## src/rtl/global_demux_wr.sv

```systemverilog
// ---------------------------------------------------------------------------
// global_demux_wr
//
// Write-side demux that steers one write word from the core store path to
// one of two peripheral write ports (target 0 = GPIO, target 1 = FACT).
// Every port uses a valid/ready handshake. Exactly one transfer is held at a
// time, and a new write can be accepted in the same cycle the held one
// completes, so back-to-back traffic runs at one transfer per cycle.
//
// Optional feature macro: GLOBAL_DEMUX_TIMEOUT_EN
//   Defined   : a stall counter drops a held transfer after TIMEOUT stalled
//               cycles and raises the sticky timeout_err flag.
//   Undefined : HOLD waits indefinitely, timeout_err is tied low and err_clr
//               is ignored.
//
// Parameters:
//   WIDTH    data width in bits
//   TIMEOUT  stalled HOLD cycles before a transfer is dropped (>= 1)
//
// Ports:
//   clk          rising-edge clock
//   rst          synchronous, active-high reset
//   in_valid     core presents a write
//   in_ready     demux accepts the write this cycle
//   s            target select, sampled on acceptance (0 = GPIO, 1 = FACT)
//   d            write data
//   out0_valid   write pending to target 0
//   out0_ready   target 0 accepts
//   y0           data to target 0 (zero when not selected)
//   out1_valid   write pending to target 1
//   out1_ready   target 1 accepts
//   y1           data to target 1 (zero when not selected)
//   busy         a transfer is held
//   err_clr      clears timeout_err
//   timeout_err  sticky flag: a held transfer was dropped
// ---------------------------------------------------------------------------
module global_demux_wr #(
  parameter int WIDTH   = 8,
  parameter int TIMEOUT = 16
) (
  input  logic             clk,
  input  logic             rst,
  input  logic             in_valid,
  output logic             in_ready,
  input  logic             s,
  input  logic [WIDTH-1:0] d,
  output logic             out0_valid,
  input  logic             out0_ready,
  output logic [WIDTH-1:0] y0,
  output logic             out1_valid,
  input  logic             out1_ready,
  output logic [WIDTH-1:0] y1,
  output logic             busy,
  input  logic             err_clr,
  output logic             timeout_err
);

  typedef enum logic {
    IDLE = 1'b0,
    HOLD = 1'b1
  } state_t;

  state_t           state;
  state_t           state_nxt;
  logic             sel_r;
  logic             sel_nxt;
  logic [WIDTH-1:0] data_r;
  logic [WIDTH-1:0] data_nxt;

  logic             sel_ready;
  logic             in_hold;
  logic             hold_done;
  logic             stalled;
  logic             drop;
  logic             hold_vis;

  // Only the ready of the currently selected target matters; the other
  // target's ready is ignored in every state.
  assign sel_ready = sel_r ? out1_ready : out0_ready;
  assign in_hold   = (state == HOLD);
  assign hold_done = in_hold && sel_ready;
  assign stalled   = in_hold && !sel_ready;

  // The core may hand over a new word when nothing is held, or in the very
  // cycle the held word completes. This depends only on state and the
  // selected ready, never on in_valid, so no combinational loop can form
  // through the core's handshake logic.
  assign in_ready = !rst && ((state == IDLE) || hold_done);

`ifdef GLOBAL_DEMUX_TIMEOUT_EN
  localparam int CW = $clog2(TIMEOUT + 1);

  logic [CW-1:0] stall_cnt;
  logic [CW-1:0] stall_inc;
  logic          err_r;

  // The drop fires on the edge where the counter would reach TIMEOUT, so the
  // dropped transfer's valid is visible for exactly TIMEOUT cycles.
  assign stall_inc = stall_cnt + 1'b1;
  assign drop      = stalled && (stall_inc == CW'(TIMEOUT));

  // Stall counter: counts consecutive stalled HOLD cycles. It restarts on
  // completion, on a new capture, on a drop and whenever the demux is idle.
  always_ff @(posedge clk) begin
    if (rst) begin
      stall_cnt <= '0;
    end else if (stalled && !drop) begin
      stall_cnt <= stall_inc;
    end else begin
      stall_cnt <= '0;
    end
  end

  // Sticky error flag. A timeout in the same cycle as err_clr wins so that
  // a drop can never be lost to a concurrent clear.
  always_ff @(posedge clk) begin
    if (rst) begin
      err_r <= 1'b0;
    end else if (drop) begin
      err_r <= 1'b1;
    end else if (err_clr) begin
      err_r <= 1'b0;
    end
  end

  assign timeout_err = err_r;
`else
  localparam int unused_timeout = TIMEOUT;

  logic unused_err_clr;

  assign unused_err_clr = err_clr;
  assign drop           = 1'b0;
  assign timeout_err    = 1'b0;
`endif

  // State register plus the held select and data. Reset discards any held
  // transfer silently; the error flag is handled separately above.
  always_ff @(posedge clk) begin
    if (rst) begin
      state  <= IDLE;
      sel_r  <= 1'b0;
      data_r <= '0;
    end else begin
      state  <= state_nxt;
      sel_r  <= sel_nxt;
      data_r <= data_nxt;
    end
  end

  // Next-state logic. sel/data only move on an accepted write, so they stay
  // frozen for the whole of a stalled HOLD.
  always_comb begin
    state_nxt = state;
    sel_nxt   = sel_r;
    data_nxt  = data_r;
    unique case (state)
      IDLE: begin
        if (in_valid) begin
          sel_nxt   = s;
          data_nxt  = d;
          state_nxt = HOLD;
        end
      end
      HOLD: begin
        if (sel_ready) begin
          if (in_valid) begin
            sel_nxt   = s;
            data_nxt  = d;
            state_nxt = HOLD;
          end else begin
            state_nxt = IDLE;
          end
        end else if (drop) begin
          state_nxt = IDLE;
        end
      end
      default: begin
        state_nxt = IDLE;
      end
    endcase
  end

  // Output decode. Outputs come from registered state, so valid/data appear
  // the cycle after acceptance. They are also masked while rst is high so
  // nothing leaks to the targets during the reset cycle itself.
  assign hold_vis   = in_hold && !rst;
  assign busy       = hold_vis;
  assign out0_valid = hold_vis && !sel_r;
  assign out1_valid = hold_vis && sel_r;
  assign y0         = out0_valid ? data_r : '0;
  assign y1         = out1_valid ? data_r : '0;

`ifndef SYNTHESIS
  // At most one target may see a pending write.
  a_onehot_valid : assert property (@(posedge clk) !(out0_valid && out1_valid));

  // A stalled transfer must keep its target and data untouched.
  a_stall_stable : assert property (@(posedge clk) disable iff (rst)
    (stalled && !drop) |=> ($stable(data_r) && $stable(sel_r)));
`endif

endmodule

```

## config.mk

```make
export PLATFORM = sky130hd
export DESIGN_NAME = global_demux_wr
export DESIGN_NICKNAME = d
export VERILOG_FILES = /design/src/rtl/global_demux_wr.sv
export SDC_FILE = /design/constraint.sdc
export NUM_CORES = 1
export LEC_CHECK = 0
export CAP_MARGIN = 40
export CORE_ASPECT_RATIO = 1.4
export CORE_MARGIN = 10
export CORE_UTILIZATION = 39
export DETAILED_ROUTE_END_ITERATION = 8
export GPL_TIMING_DRIVEN = 0
export HOLD_SLACK_MARGIN = 0.02
export PLACE_DENSITY = 0.78
export SETUP_SLACK_MARGIN = 0.2
export SLEW_MARGIN = 15
export SYNTH_ARGS = -nofsm -noshare
export SYNTH_HDL_FRONTEND = slang
export SYNTH_SLANG_ARGS = --single-unit
```

## constraint.sdc

```tcl
create_clock -name clk -period 1.34 [get_ports clk]
set_input_delay 0.268 -clock clk [delete_from_list [all_inputs] [get_ports clk]]
set_output_delay 0.268 -clock clk [all_outputs]
set_load 0.05 [all_outputs]
```

==> out/metrics.csv, run 1 <==
metric,value,unit
status,finished with violations,
violations,negative setup slack,
power_density,699,nW/um^2
antenna_found_initial,0,
r2r-start,sel_r,
synth_top_area_share,27.4,%
synth_area_leader_cell,dfxtp_1,
grt_setup_unrepaired,yes,
dp_hpwl,1860,microns
synth_area,731,sq um
hold_viol_final,0,
worstSkewPairLatency,0.29,ns
worst_r2r_path_depth,5,
final_nets,154,
seq_area_frac_synth,27.4,%
grt_overflow,0,
rows,18,
regToRegSetupSlack,0.14,ns
grt_max_degree,11,
end_kind,output pin,
num_antenna_cells,0,
grt_use_total,13.2,%
routedWlPerCell,19.7,microns
min_period,1.66,ns
post-route-drc-count,0,
drive_gt1_share,52.2,%
cp_max_fo,9,
mostFrequentLayoutCell,buf_8,
io_buffer_count,33,
final_util,80.6,%
power.leakage,0.567,nW
syn_nets,108,
yosys-top-cells-area,"dfxtp_1 (27%), nor3b_1 (8.2%), o211ai_1 (8.2%)",
max_slew_margin,63.9,%
whs,0.549,ns
r2r-end,data_r[1],
ios,36,
start_kind,flip-flop,
yosys_warnings,0,
die_width,56.6,microns
synthDistinctLibCells,24,
drtPass1Iterations,4,
worstMarginPinSlew,0.541,ns
core,1780,sq um
hp-class,flip-flop to flip-flop,
cp_data_arrival_time,1.39,ns
crit_end,y0[3],
place.gp.congestion,0.775,
viasPerCell,6.14,
p_total,1.00,mW
initial_core_util,41.1,%
holdBufCountCts,0,
drtIter0Drc,74,
cts_buffers,3,
cts_sinks,10,
cts_tree,yes,
ant_nets,0,
startpoint,in_hold,
cap_violations,0,
dieArea,4030,sq um
fmax,603,MHz
wirelength,3110,microns
worst_slack,-0.318,ns
final_cell_mix,"buf_8 (15), buf_6 (12), and2_4 (9), clkdlybuf4s50_1 (9)",
place_ws,-1.06,ns
setup_violations,20,
critPathRequiredTime,1.07,ns
ys_ff_latch,10,
max-vdd-ir-drop,0.667,mV
fp.dieH,71.2,microns
cts_root_buf,clkbuf_4,
final-max-slew-violation-count,0,
clk_path_buf_depth,2,
grt_pass1_vias,863,
syn_to_final_growth,96.2,%
syn-mean-instance-area,7.86,sq um
path_class,flip-flop to output pin,
syn_inst,93,
period_share,124,%
vias,970,
clk_pin_slew,0.07,ns
finalClockSkew,0.00196,ns
htreeDepth,1,
grt_pass1_wl,4440,microns
## sequential cells by signal, summed over array words and instances (netlist names)
register,cells
data_r,8
in_hold,1
sel_r,1
## routing by layer
layer  part of all wire [%]  global-route usage (%)
met1                     37                    13.8
met2                     53                    23.3
met3                    8.0                    3.35
met4                    2.3                    7.24
met5                      0                       0
## cells by family (layout without fill, tap and decap cells)
family,count (synthesis),after routing,share of synthesized area [%]
other cells,1,1,0.513
flops,10,10,27.4
mux,1,1,3.08
buf+inv,14,59,9.59
simple gates,46,46,39.4
compound gates,21,21,20.0
## critical path: stages (launching register included)
cell     delay [ns]
dfxtp_2        0.35
nor2b_4        0.16
and2b_2        0.18
buf_12         0.12
and2_4         0.14
buf_6          0.15
## worst min path at each step
| stage | start | depth (start not counted) | endpoint |
|---|---|---|---|
| 6_report | data_r[2] | 2 | data_r[2] |
| 5_1_grt | data_r[2] | 2 | data_r[2] |
| 4_1_cts | data_r[3] | 2 | data_r[3] |
| 3_5_place_dp | data_r[3] | 2 | data_r[3] |
| 3_3_place_gp | data_r[1] | 2 | data_r[1] |
| 2_1_floorplan | d[0] | 2 | data_r[0] |
## cells in the mapped netlist, drive strengths merged
library cell and count:
a31oi 8, o211ai 8, conb 1, a21boi 2
clkbuf 4, dfxtp 10, nor2b 2, a21oi 2
buf 8, nand4 8, nand2b 1, nand3 8
mux2i 1, and2b 1, and2 9, nor3b 8
and3 8, nor2 1, inv 2, o221a 1
## power breakdown
part | switching (mW) | internal (mW) | leakage, nW | total (mW)
Combinational | 0.183 | 0.165 | 0.462 | 0.348
Sequential | 0.0328 | 0.325 | 0.0838 | 0.358
Clock | 0.131 | 0.166 | 0.0210 | 0.297
Total | 0.347 | 0.656 | 0.567 | 1.00
## repair_timing
item,in CTS,in global routing
endpoints found under the hold margin,0,0
gates resized for setup,159,20
gates cloned,1,1
pin swaps,7,5
buffers inserted,4,2
setup endpoints to repair,30,30
## metrics by stage
step | TNS, ns | cell area, sq um | std cells
floorplan | 0 | 837 | 93
global route | -5.60 | 1430 | 158
finish | -4.92 | 1430 | 158
CTS | -4.21 | 1330 | 155
global placement | -21.91 | 1190 | 146
detailed placement | -22.32 | 1190 | 146
## final cells by class
| cell class | count | area (sq um) |
|---|---|---|
| Buffer | 12 | 110 |
| Clock buffer | 4 | 36.3 |
| Fill cell | 100 | 345 |
| Inverter | 2 | 7.51 |
| Multi-Input combinational cell | 69 | 583 |
| Sequential cell | 10 | 205 |
| Tap cell | 20 | 25.0 |
| Timing Repair Buffer | 41 | 467 |
(Power assumes the default switching activity.)
==> run 2, diff against run 1 <==
--- a/config.mk
+++ b/config.mk
@@ -10,6 +10,7 @@
 export CORE_MARGIN = 10
 export CORE_UTILIZATION = 39
 export DETAILED_ROUTE_END_ITERATION = 8
+export GPL_ROUTABILITY_DRIVEN = 1
 export GPL_TIMING_DRIVEN = 0
 export HOLD_SLACK_MARGIN = 0.02
 export PLACE_DENSITY = 0.78
==> results of run 2 <==
No change in the layout: final DEF, timing and power equal those of run 1.
